--- src/rtl/mem_access_ctrl.sv ---
// mem_access_ctrl: MEM-stage data-memory access controller.
// Turns a load/store sitting in EX/MEM into a single SRAM-like bus
// transaction. The pipeline is stalled until the bus returns data_ok, and
// load data is then extended and merged into the write-back value.
// Misaligned accesses raise adel/ades and never reach the bus. Non-memory
// ops pass mem_wdata straight through with no added latency.
//
// Ports
//   clk, resetn          clock, asynchronous active-low reset
//   mem_aluop            EX/MEM op code (load/store codes below, others non-mem)
//   mem_mem_addr         effective address
//   mem_reg2             store data (rt)
//   mem_wdata            ALU result used for non-load ops
//   flush                exception flush
//   pipe_hold            MEM/WB not accepting this cycle
//   data_req/wr/be/addr/wdata   bus request side (registered)
//   data_addr_ok/rdata/data_ok  bus response side
//   result               value handed to MEM/WB
//   stallreq_mem         stall request for stages 0..4
//   adel, ades           misaligned load / store address
//   bus_timeout          one-cycle pulse when a transaction is aborted
module mem_access_ctrl #(
  parameter int TIMEOUT = 255
) (
  input  logic        clk,
  input  logic        resetn,
  input  logic [7:0]  mem_aluop,
  input  logic [31:0] mem_mem_addr,
  input  logic [31:0] mem_reg2,
  input  logic [31:0] mem_wdata,
  input  logic        flush,
  input  logic        pipe_hold,
  output logic        data_req,
  output logic        data_wr,
  output logic [3:0]  data_be,
  output logic [31:0] data_addr,
  output logic [31:0] data_wdata,
  input  logic        data_addr_ok,
  input  logic [31:0] data_rdata,
  input  logic        data_data_ok,
  output logic [31:0] result,
  output logic        stallreq_mem,
  output logic        adel,
  output logic        ades,
  output logic        bus_timeout
);

  localparam int CW = $clog2(TIMEOUT + 1);

  localparam logic [7:0] EXE_LB_OP  = 8'b1110_0000;
  localparam logic [7:0] EXE_LBU_OP = 8'b1110_0100;
  localparam logic [7:0] EXE_LH_OP  = 8'b1110_0001;
  localparam logic [7:0] EXE_LHU_OP = 8'b1110_0101;
  localparam logic [7:0] EXE_LW_OP  = 8'b1110_0011;
  localparam logic [7:0] EXE_SB_OP  = 8'b1110_1000;
  localparam logic [7:0] EXE_SH_OP  = 8'b1110_1001;
  localparam logic [7:0] EXE_SW_OP  = 8'b1110_1011;

  typedef enum logic [2:0] {IDLE, REQ, WAIT, DONE, DRAIN} state_t;

  state_t        state, state_n;
  logic [CW-1:0] cnt;
  logic [31:0]   rdata_q;
  logic          to_q;
  logic          abort, cap;

  // ---------------- op decode ----------------
  logic is_load, is_store, is_byte, is_half, is_word, sext, misal, legal;
  logic [1:0]  lane;
  logic [3:0]  be_c;
  logic [31:0] wdata_c, ld_ext;

  assign lane = mem_mem_addr[1:0];

  always_comb begin
    is_load  = 1'b0;
    is_store = 1'b0;
    is_byte  = 1'b0;
    is_half  = 1'b0;
    is_word  = 1'b0;
    sext     = 1'b0;
    unique case (mem_aluop)
      EXE_LB_OP:  begin is_load  = 1'b1; is_byte = 1'b1; sext = 1'b1; end
      EXE_LBU_OP: begin is_load  = 1'b1; is_byte = 1'b1; end
      EXE_LH_OP:  begin is_load  = 1'b1; is_half = 1'b1; sext = 1'b1; end
      EXE_LHU_OP: begin is_load  = 1'b1; is_half = 1'b1; end
      EXE_LW_OP:  begin is_load  = 1'b1; is_word = 1'b1; end
      EXE_SB_OP:  begin is_store = 1'b1; is_byte = 1'b1; end
      EXE_SH_OP:  begin is_store = 1'b1; is_half = 1'b1; end
      EXE_SW_OP:  begin is_store = 1'b1; is_word = 1'b1; end
      default: ;
    endcase
  end

  assign misal = (is_half && lane[0]) || (is_word && (lane != 2'b00));
  assign legal = (is_load || is_store) && !misal;
  assign adel  = is_load && misal;
  assign ades  = is_store && misal;

  always_comb begin
    be_c    = 4'b1111;
    wdata_c = mem_reg2;
    if (is_byte) begin
      be_c    = 4'b0001 << lane;
      wdata_c = {4{mem_reg2[7:0]}};
    end else if (is_half) begin
      be_c    = lane[1] ? 4'b1100 : 4'b0011;
      wdata_c = {2{mem_reg2[15:0]}};
    end
  end

  // Load extension works off the captured word; the EX/MEM op and address
  // are still held because the pipeline was stalled until DONE.
  always_comb begin
    logic [7:0]  b;
    logic [15:0] h;
    unique case (lane)
      2'd0:    b = rdata_q[7:0];
      2'd1:    b = rdata_q[15:8];
      2'd2:    b = rdata_q[23:16];
      default: b = rdata_q[31:24];
    endcase
    h = lane[1] ? rdata_q[31:16] : rdata_q[15:0];
    if (is_byte)      ld_ext = {{24{sext & b[7]}}, b};
    else if (is_half) ld_ext = {{16{sext & h[15]}}, h};
    else              ld_ext = rdata_q;
  end

  // ---------------- FSM: state register ----------------
  always_ff @(posedge clk or negedge resetn) begin
    if (!resetn) state <= IDLE;
    else         state <= state_n;
  end

  // ---------------- FSM: next state ----------------
  // Once addr_ok has been seen the bus owns the transaction, so a flush
  // after that point drains the response instead of abandoning it.
  always_comb begin
    logic hit;
    hit     = (cnt == CW'(TIMEOUT - 1));
    state_n = state;
    abort   = 1'b0;
    cap     = 1'b0;
    unique case (state)
      IDLE: if (legal && !flush) state_n = REQ;
      REQ: begin
        if (flush && !data_addr_ok)       state_n = IDLE;
        else if (data_addr_ok && data_data_ok) begin
          state_n = flush ? IDLE : DONE;
          cap     = !flush;
        end
        else if (hit)                     begin state_n = DONE; abort = 1'b1; end
        else if (data_addr_ok)            state_n = flush ? DRAIN : WAIT;
      end
      WAIT: begin
        if (flush)             state_n = data_data_ok ? IDLE : DRAIN;
        else if (data_data_ok) begin state_n = DONE; cap = 1'b1; end
        else if (hit)          begin state_n = DONE; abort = 1'b1; end
      end
      DONE:  if (!pipe_hold || flush) state_n = IDLE;
      DRAIN: if (data_data_ok)        state_n = IDLE;
      default: state_n = IDLE;
    endcase
  end

  // ---------------- FSM: outputs ----------------
  always_comb begin
    stallreq_mem = 1'b1;
    result       = mem_wdata;
    unique case (state)
      IDLE: stallreq_mem = legal;
      DONE: begin
        stallreq_mem = 1'b0;
        if (to_q)         result = '0;
        else if (is_load) result = ld_ext;
      end
      default: ;
    endcase
  end

  // ---------------- bus request, capture, timeout ----------------
  always_ff @(posedge clk or negedge resetn) begin
    if (!resetn) begin
      data_req    <= 1'b0;
      data_wr     <= 1'b0;
      data_be     <= '0;
      data_addr   <= '0;
      data_wdata  <= '0;
      rdata_q     <= '0;
      cnt         <= '0;
      to_q        <= 1'b0;
      bus_timeout <= 1'b0;
    end else begin
      data_req    <= (state_n == REQ);
      bus_timeout <= abort;
      if (state == IDLE && state_n == REQ) begin
        data_wr    <= is_store;
        data_be    <= be_c;
        data_addr  <= {mem_mem_addr[31:2], 2'b00};
        data_wdata <= wdata_c;
        cnt        <= '0;
        to_q       <= 1'b0;
      end else if (state == REQ || state == WAIT) begin
        cnt <= cnt + 1'b1;
      end
      if (abort) to_q    <= 1'b1;
      if (cap)   rdata_q <= data_rdata;
    end
  end

endmodule
--- config.mk ---
export PLATFORM = sky130hd
export DESIGN_NAME = mem_access_ctrl
export DESIGN_NICKNAME = d
export VERILOG_FILES = /design/src/rtl/mem_access_ctrl.sv
export SDC_FILE = /design/constraint.sdc
export NUM_CORES = 1
export LEC_CHECK = 0
export ABC_AREA = 1
export CORE_UTILIZATION = 29
export CTS_BUF_LIST = sky130_fd_sc_hd__clkbuf_16
export DETAILED_ROUTE_END_ITERATION = 8
export PLACE_DENSITY_LB_ADDON = 0.1
export SETUP_SLACK_MARGIN = 0.5
export SKIP_LAST_GASP = 1
export SLEW_MARGIN = 15
export SYNTH_ARGS = -nofsm -noshare
export SYNTH_HDL_FRONTEND = slang
export SYNTH_SLANG_ARGS = --single-unit
--- constraint.sdc ---
create_clock -name clk -period 4.8 [get_ports clk]
set_input_delay 1.44 -clock clk [delete_from_list [all_inputs] [get_ports clk]]
set_output_delay 1.44 -clock clk [all_outputs]
set_load 0.05 [all_outputs]
# == Word-level counts from Yosys, hierarchy flattened ==
# Cells that the tools add are included.
# Widths: inputs -> output; s select.
# totals
ff_bits,113
in_bits,142
out_inout_bits,106
word_cells,106
# classes
n_addsub,1
n_eq_ne,16
shifts,1
n_mux,48
n_bitwise,2
reduce_logical,28
# op_table
operator,n
$mux 32,7
$eq 8x8->1 const B,9
$mux 3,12
$pmux 8 s3,1
$mux 1,17
$mux 16,1
$mux 8,2
$pmux 3 s5,1
$mux 4,3
$logic_and 1x1->1,9
$reduce_or 3->1,3
$add 8x1->8 const B,1
$eq 3x1->1 const B,2
$eq 3x2->1 const B,2
$pmux 1 s2,3
$reduce_bool 2->1,3
$reduce_or 5->1,1
$logic_not 1->1,4
$logic_or 1x1->1,4
$reduce_or 2->1,2
$shl 1x2->4 const A,1
$eq 3x3->1 const B,1
$logic_not 3->1,1
$and 1x1->1,2
4 further kinds,4

# == Logic depth before layout (Yosys ltp) ==
# Gate-level depths: netlist (run 1).
# depth
depth_word,14
depth_mapped,14
depth_no_buf,12

# == Worst setup path before layout (run 1) ==
# No wires, ideal clock.
# synth_path
kind,input to output
from,input mem_aluop[7]
to,output result[4]
arrival_time_ps,3292
slack_ps,68
stages,9
cell_sequence,nand2_1 nor3_2 nand2_1 nand2_1 inv_2 nor2_1 clkbuf_1 o21ai_0 a21oi_1
# synth_via
elab_chain_len,8
elab_cells_between_ends,18
classes_between,eq/ne: 7; mux: 8; reduce/logical: 3
# synth_rtl
item,line_no,text
from (decl),27,"input logic [7:0] mem_aluop,"
$eq 8x8->1,82,unique case (mem_aluop)
$reduce_or 3->1 (no source line),n/a,
$mux 1,82,
$mux 32,125,"else if (is_half) ld_ext = {{16{sext & h[15]}}, h};"
$mux 32,124,"if (is_byte) ld_ext = {{24{sext & b[7]}}, b};"
$mux 32 *,175,else if (is_load) result = ld_ext;
$mux 32 *,174,if (to_q) result = '0;
$mux 32 *,170,unique case (state)
to (decl),41,"output logic [31:0] result,"
# Every way passes the cells marked *; elsewhere a longest branch is shown, timed or not.

# == Final worst setup path (run 1) ==
# layout_path
from,input mem_aluop[5]
to,output result[19]
# layout_via
elab_chain_len,9
elab_cells_between_ends,22
classes_between,eq/ne: 7; mux: 9; bitwise: 2; reduce/logical: 4
# layout_rtl
item,line_no
$eq 8x8->1,82
$reduce_or 2->1 (no source line),n/a
$mux 1,82
$and 1x1->1,125
$mux 32,125
$mux 32,124
$mux 32 *,175
$mux 32 *,174
$mux 32 *,170
# Marks and branches as above.

==> results of run 1 <==
## area by class of cell
cell class              count  area, sq um
clock buffers              17          425
clock inverters            15          168
well taps                 275          344
flip-flops and latches    113         2830
repair buffers            311         3480
fillers                  2020        10100
multi-input cells         701         3710
inverters                  72          278
## stage by stage
stage                     hold WS, ns  total power (W)
after detailed placement        0.463          0.00292
after CTS                       0.477          0.00428
after floorplan                 0.464          0.00230
final                           0.474          0.00426
after global routing            0.492          0.00450
after global placement          0.460          0.00291
## worst max-delay path, stage by stage
cell	delay (ns)
buf_6	0.08
nand2_4	0.05
buf_6	0.11
nor3_4	0.22
nand2_2	0.12
nor2_4	0.16
buf_6	0.14
nand2_8	0.09
clkbuf_16	0.18
nand3_1	0.06
nand2_1	0.06
nand2_2	0.07
a21oi_4	0.05
buf_6	0.15
## cell families after synthesis
| group | share of synthesized area [%] |
|---|---|
| AOI/OAI and AO/OA | 11.2 |
| xor gates and xnor gates | 0.823 |
| adders and majority gates | 0.392 |
| buffers and inverters | 8.15 |
| DFF | 44.3 |
| muxes | 0.705 |
| other | 0.0587 |
| and+or+nand+nor | 34.4 |
## cells in the final DEF, fill, tap and decap left out, drive strengths merged
cell type and n:
inv 75, nor3b 1, nand3 48, nand4 4, o22ai 10, clkdlybuf4s50 199, dfrtp 113, o21ai 79
o311ai 1, nor2 51, nor3 3, bufinv 3, ha 2, a31oi 2, mux2 4, o21a 1
conb 2, o211ai 3, xor2 6, clkinvlp 5, clkbuf 18, or2 7, o2111ai 1, nand2 437
nand3b 1, a21oi 38, buf 106, clkinv 4, clkdlybuf4s15 5
## flip-flops by register name, summed over array words and instances (netlist names)
register     count
cnt              8
data_be          4
data_wr          1
bus_timeout      1
data_req         1
data_addr       30
state            3
to_q             1
data_wdata      32
rdata_q         32
## path summary, 6_finish.rpt
check | from | end | slack (ns) | cells after the start
worst max-delay path | mem_aluop[5] | result[19] | 0.36 | 14
worst min-delay path | data_wr | data_wr | 0.47 | 2
worst max register to register | state[2] | rdata_q[10] | 2.65 | 8
worst min register to register | data_wr | data_wr | 0.47 | 2
max in group asynchronous | resetn | rdata_q[12] | 2.93 | 2
min in group asynchronous | resetn | data_addr[23] | 1.06 | 1
## per-layer routing
metal / track usage [%] / part of all wire, %
met4: 5.81 / 1.5
met1: 25.8 / 44
met5: 0 / 0.053
met2: 33.6 / 47
met3: 5.48 / 7.3
## power breakdown
| part | internal (W) | total, W | switching [W] |
|---|---|---|---|
| combinational | 0.000617 | 0.00164 | 0.00103 |
| clock | 0.000811 | 0.00127 | 0.000464 |
| sequential | 0.00120 | 0.00134 | 0.000143 |
| total | 0.00263 | 0.00426 | 0.00163 |
## repair_timing
item / 4_1_cts / 5_1_grt
endpoints found under the setup margin: 35 / 35
hold buffers: 0 / 0
pin swaps: 37 / 29
buffers inserted: 23 / 2
gates cloned: 10 / 1
resized for setup: 178 / 40
==> impl_results.md, run 1 <==
* Max-slew headroom at 52.0%
* Crit Path Category: in2out
* FFs w/ async S/R, synth at 100%
* Yosys top cell area share at 44.3%
* Site row count at 53
* Vias in the first global route at 6,704
* Antenna violations before repair at 1
* Synth warnings at 0
* IO Pins at 248
* First-pass detailed-route iteration total at 6
* Leading register cell type out of synthesis: dfrtp_1
* Tightest Pin Transition at 0.721 ns
* Final min period at 4.44 ns
* Final setup fails at 0
* Buffers on Ports at 245
* Synthesized area at 0.00638 sq mm
* Final hold vios at 0
* Finished Layout Cells at 1,504
* Average wire per standard cell at 15.1 um
* Root Driver: clkbuf_16
* Maximum vdd drop at 0.161 mV
* Via count at 6,900
* Finished Cell Area at 0.0112 sq mm
* Die W at 150 um
* Final core occ at 52.8%
* Critical-path maximum fanout at 6
* Clock slew at reported path FFs at ~0.060 ns
* Drt via density at 4.59
* H-tree depth at 4
* Worst-Skew Late Latency at 0.41 ns
* CP endpoint kind: output pin
* Critical path arrival at 3.00 ns
* Max_cap viols at 0
* Post-DP Area at 0.00958 sq mm
* Placer Congestion at between 0.8 and 0.9
* DIE AREA at between 0.02 and 0.025 sq mm
* Area Growth Syn to Fin at 76.0%
* Final ANT Viol Nets at 0
* Pwr dens at 379 mW/mm^2
* ANT cells at 0
* Total track usage at 20.3%
* FMAX at 0.225 GHz
* TritonCTS buffer count at 17
* Setup crit start kind: input pin
* Unrepaired setup endpoints after global routing: yes
* Setup Slack @ Placement at -0.0975 ns
* Post-route setup slack at roughly 0.36 ns
* Synth top area cells: dfrtp_1, nand2_1, o21ai_0, inv_1, nand3_1
* Count leader, synth: nand2_1
* Seq/Total Area, Yosys at 44.3%
* Pin count of the biggest net entering global routing at 67
* Syn Inst Count at 931
* Placed cells at around 1,400
* Clock Path Buffers at 2
* Syn_area_per_cell at 6.86 sq um
* Layout cells sized above 1 at approximately a quarter
* Die Y at ~150 um
* Iter 0 DRT Violations at 266
* Post-synth top cells: nand2_1, dfrtp_1, o21ai_0
* Grt total ovfl at 0
* Required @ worst endpoint at 3.36 ns
* CTS tree: built
* Global-route wire length before repair at 35,400 um
* Core outline area at 0.0213 sq mm
* #FFs+latches synth at 113
* Clock skew at 0.00791 ns
* Slew Limit Fails at 0
* Min-delay worst type: reg2reg
* Synth unique cells at 31
* DRC viols at 0
* Leak Pwr at 5.33 nW
* Period utilization at 92.4%
* Fin Setup TNS at 0 ns
* CTS Sinks at around 110
* Leading area contributor after synthesis: dfrtp_1
* Dpl hpwl at between 15,000 and 20,000 um
* Outcome: completed
* Layout net count at between 1,000 and 1,500
* Initial Util at 30.0%
* Post-synth EDFFs at 0
* DRT Wirelength at 22,800 um
Power figures use the tool's default switching activity.
==> inputs of run 2 (changes only) <==
--- a/config.mk
+++ b/config.mk
@@ -5,7 +5,6 @@
 export SDC_FILE = /design/constraint.sdc
 export NUM_CORES = 1
 export LEC_CHECK = 0
-export ABC_AREA = 1
 export CORE_UTILIZATION = 29
 export CTS_BUF_LIST = sky130_fd_sc_hd__clkbuf_16
 export DETAILED_ROUTE_END_ITERATION = 8
==> impl_results.md, run 2 <==
* Outcome: completed (unchanged)
* Critical-path maximum fanout at 4 (was 6)
* H-tree depth at 4 (unchanged)
* Syn Inst Count at 574 (was 931)
* Dpl hpwl at 16,300 um (was 15,800 um)
* First-pass detailed-route iteration total at 4 (was 6)
* DIE AREA at 0.0227 sq mm (was 0.0226 sq mm)
* Unrepaired setup endpoints after global routing: yes (unchanged)
* Setup crit start kind: input pin (unchanged)
* CTS Sinks at 113 (unchanged)
* Iter 0 DRT Violations at 193 (was 266)
* ANT cells at 0 (unchanged)
* Root Driver: clkbuf_16 (unchanged)
* Commonest non-fill, non-tap cells in the layout: clkdlybuf4s50_1, dfrtp_1, mux2_2 (was nand2_1, clkdlybuf4s50_1, dfrtp_1)
* Placed cells at 1,106 (was 1,436)
* Buffers on Ports at 245 (unchanged)
* Total track usage at 20.5% (was 20.3%)
* FMAX at 0.219 GHz (was 0.225 GHz)
* Required @ worst endpoint at 3.36 ns (about the same)
* IO Pins at 248 (unchanged)
* Footprint of the multi-input gates at 0.00401 sq mm (was 0.00371 sq mm)
* Average wire per standard cell at 19.4 um (was 15.1 um)
* Max_cap viols at 0 (unchanged)
* DRT Wirelength at 22,900 um (was 22,800 um)
* Register Area at 0.00283 sq mm (unchanged)
* Largest registers: data_wdata (32), rdata_q (32), data_addr (30) (unchanged)
* CTS tree: built (unchanged)
* Seq/Total Area, Yosys at 44.1% (was 44.3%)
* Clock Path Buffers at 2 (unchanged)
* Pin count of the biggest net entering global routing at 54 (was 67)
* Syn_area_per_cell at 11.2 sq um (was 6.86 sq um)
* #FFs+latches synth at 113 (unchanged)
* Final min period at 4.57 ns (was 4.44 ns)
* Period utilization at 95.3% (was 92.4%)
* Leading area contributor after synthesis: dfrtp_1 (unchanged)
* DRC viols at 0 (unchanged)
* Drt via density at 5.01 (was 4.59)
* GRT met3 Usage at 7.05% (was 5.48%)
* FFs w/ async S/R, synth at 100% (unchanged)
* Post-synth top cells: dfrtp_1, mux2_2, nor2_1 (was nand2_1, dfrtp_1, o21ai_0)
* Busiest layer in global routing: met2 (unchanged)
* Final setup fails at 0 (unchanged)
* TritonCTS buffer count at 17 (unchanged)
* Die W at 151 um (was 150 um)
* Max-slew headroom at 50.9% (was 52.0%)
* Tightest Pin Transition at 0.734 ns (was 0.721 ns)
* Leak Pwr at 4.89 nW (was 5.33 nW)
* Final hold vios at 0 (unchanged)
* Finished Layout Cells at 1,180 (was 1,504)
* Min-delay worst type: reg2reg (unchanged)
* Global-route wire length before repair at 35,400 um (about the same)
* Grt total ovfl at 0 (unchanged)
* Count leader, synth: dfrtp_1 (was nand2_1)
* Vias in the first global route at 6,414 (was 6,704)
* Fin Setup TNS at 0 ns (unchanged)
* Pwr dens at 334 mW/mm^2 (was 379 mW/mm^2)
* M1 GR Usage at 24.7% (was 25.8%)
* Clock skew at 0.0122 ns (was 0.00791 ns)
* Crit Path Category: in2out (unchanged)
* Clock slew at reported path FFs at 0.06 ns (about the same)
* Initial Util at 29.5% (was 30.0%)
* Site row count at 54 (was 53)
* Area Growth Syn to Fin at 80.0% (was 76.0%)
* Die Y at 151 um (was 150 um)
* CP endpoint kind: output pin (unchanged)
* Most common cell after layout, fill and taps aside: clkdlybuf4s50_1 (was nand2_1)
* Maximum vdd drop at 0.249 mV (was 0.161 mV)
* GR Util met2 at 34.7% (was 33.6%)
* Leading register cell type out of synthesis: dfrtp_1 (unchanged)
* Synth unique cells at 63 (was 31)
* Critical path arrival at 3.13 ns (was 3.00 ns)
* Worst-Skew Late Latency at 0.41 ns (about the same)
* Layout cells sized above 1 at 42.0% (was 23.4%)
* Slew Limit Fails at 0 (unchanged)
* PnR Total Power at 0.00386 W (was 0.00426 W)
* Final ANT Viol Nets at 0 (unchanged)
* Fillers at 1,886 (was 2,020)
* Post-synth EDFFs at 0 (unchanged)
* Synth top area cells: dfrtp_1, mux2_2, mux2_4, a21oi_1, mux2i_1 (was dfrtp_1, nand2_1, o21ai_0, inv_1, nand3_1)
* Yosys top cell area share at 44.1% (was 44.3%)
* Synth warnings at 0 (unchanged)
* Synthesized area at 0.00642 sq mm (was 0.00638 sq mm)
* Core outline area at 0.0218 sq mm (was 0.0213 sq mm)
* Placer Congestion at 0.819 (was 0.862)
* Via count at 5,909 (was 6,900)
* Antenna violations before repair at 1 (unchanged)
* Layout net count at 1,031 (was 1,360)
==> run 2: cell count changes after synthesis, sizes merged, moves of 16 or more <==
cell	change
o21ai	-62
inv	-56
nand3	-38
nor2	-17
nand2	-408
mux2	+113
mux2i	+16
a311oi	+17
==> run 2: cell type report <==
type,count,share of cell area [%]
clock buffers,17,3.68
inverters,16,0.552
repair buffers,343,32.4
flip-flops and latches,113,24.5
well taps,280,3.03
clock inverters,15,1.18
multi-input cells,396,34.7
==> run 2: power by group <==
part | total, W | internal [W] | switching [W]
combinational | 0.00135 | 0.000613 | 0.000737
sequential | 0.00129 | 0.00113 | 0.000154
clock | 0.00122 | 0.000716 | 0.000501
total | 0.00386 | 0.00246 | 0.00139
==> run 2: worst max-delay path, cell delays in order <==
cell	delay [ns]
buf_6	0.10
buf_6	0.12
or4_4	0.52
o22ai_4	0.20
a221oi_4	0.06
buf_12	0.15
buf_4	0.14
a311oi_4	0.21
buf_6	0.19
==> run 2: path summary, 6_finish.rpt <==
check | startpoint | to | slack (ns) | cells after the start
setup reg to reg | state[1] | rdata_q[20] | 2.76 | 5
max in group asynchronous | resetn | rdata_q[16] | 2.78 | 2
min in group asynchronous | resetn | rdata_q[4] | 1.06 | 1
setup / recovery | mem_aluop[3] | result[20] | 0.23 | 9
hold / removal | data_wdata[0] | data_wdata[0] | 0.51 | 1
hold reg to reg | data_wdata[0] | data_wdata[0] | 0.51 | 1
==> run 2: cell families (layout without fill, tap and decap cells) <==
logic type	Yosys count	after routing	synth area share [%]
buffers and inverters	66	391	5.54
xor gates and xnor gates	7	7	0.955
and+or+nand+nor	124	124	9.81
DFF	113	113	44.1
muxes	137	137	25.6
other	1	2	0.0584
AOI/OAI and AO/OA	124	124	13.6
adders and majority gates	2	2	0.390
==> run 2: repair_timing <==
item                                    CTS  global route
hold endpoints to repair                  0             0
buffers inserted                         32             6
gates resized for setup                 146            16
endpoints found under the setup margin   35            35
gates cloned                              4             0
pin swaps                                36            12
hold buffers                              0             0
==> run 2: per-layer routing <==
metal / vias to the layer above / wire, um
met5: - / 0
met4: 0 / 225
met3: 16 / 1910
met2: 212 / 11200
met1: 2918 / 9580
li1: 2763 / -
==> run 2: through the flow <==
step                      worst slack [ns]  cell area [sq um]  hold slack [ns]  utilization [%]
final                                0.228              11600            0.505             53.1
after global routing                 0.184              11600            0.528             53.1
after CTS                            0.165              11400            0.503             52.5
after detailed placement            -0.369               9950            0.476             45.8
after global placement              -0.324               9950            0.477             45.8
after floorplan                      0.206               6950            0.476                -
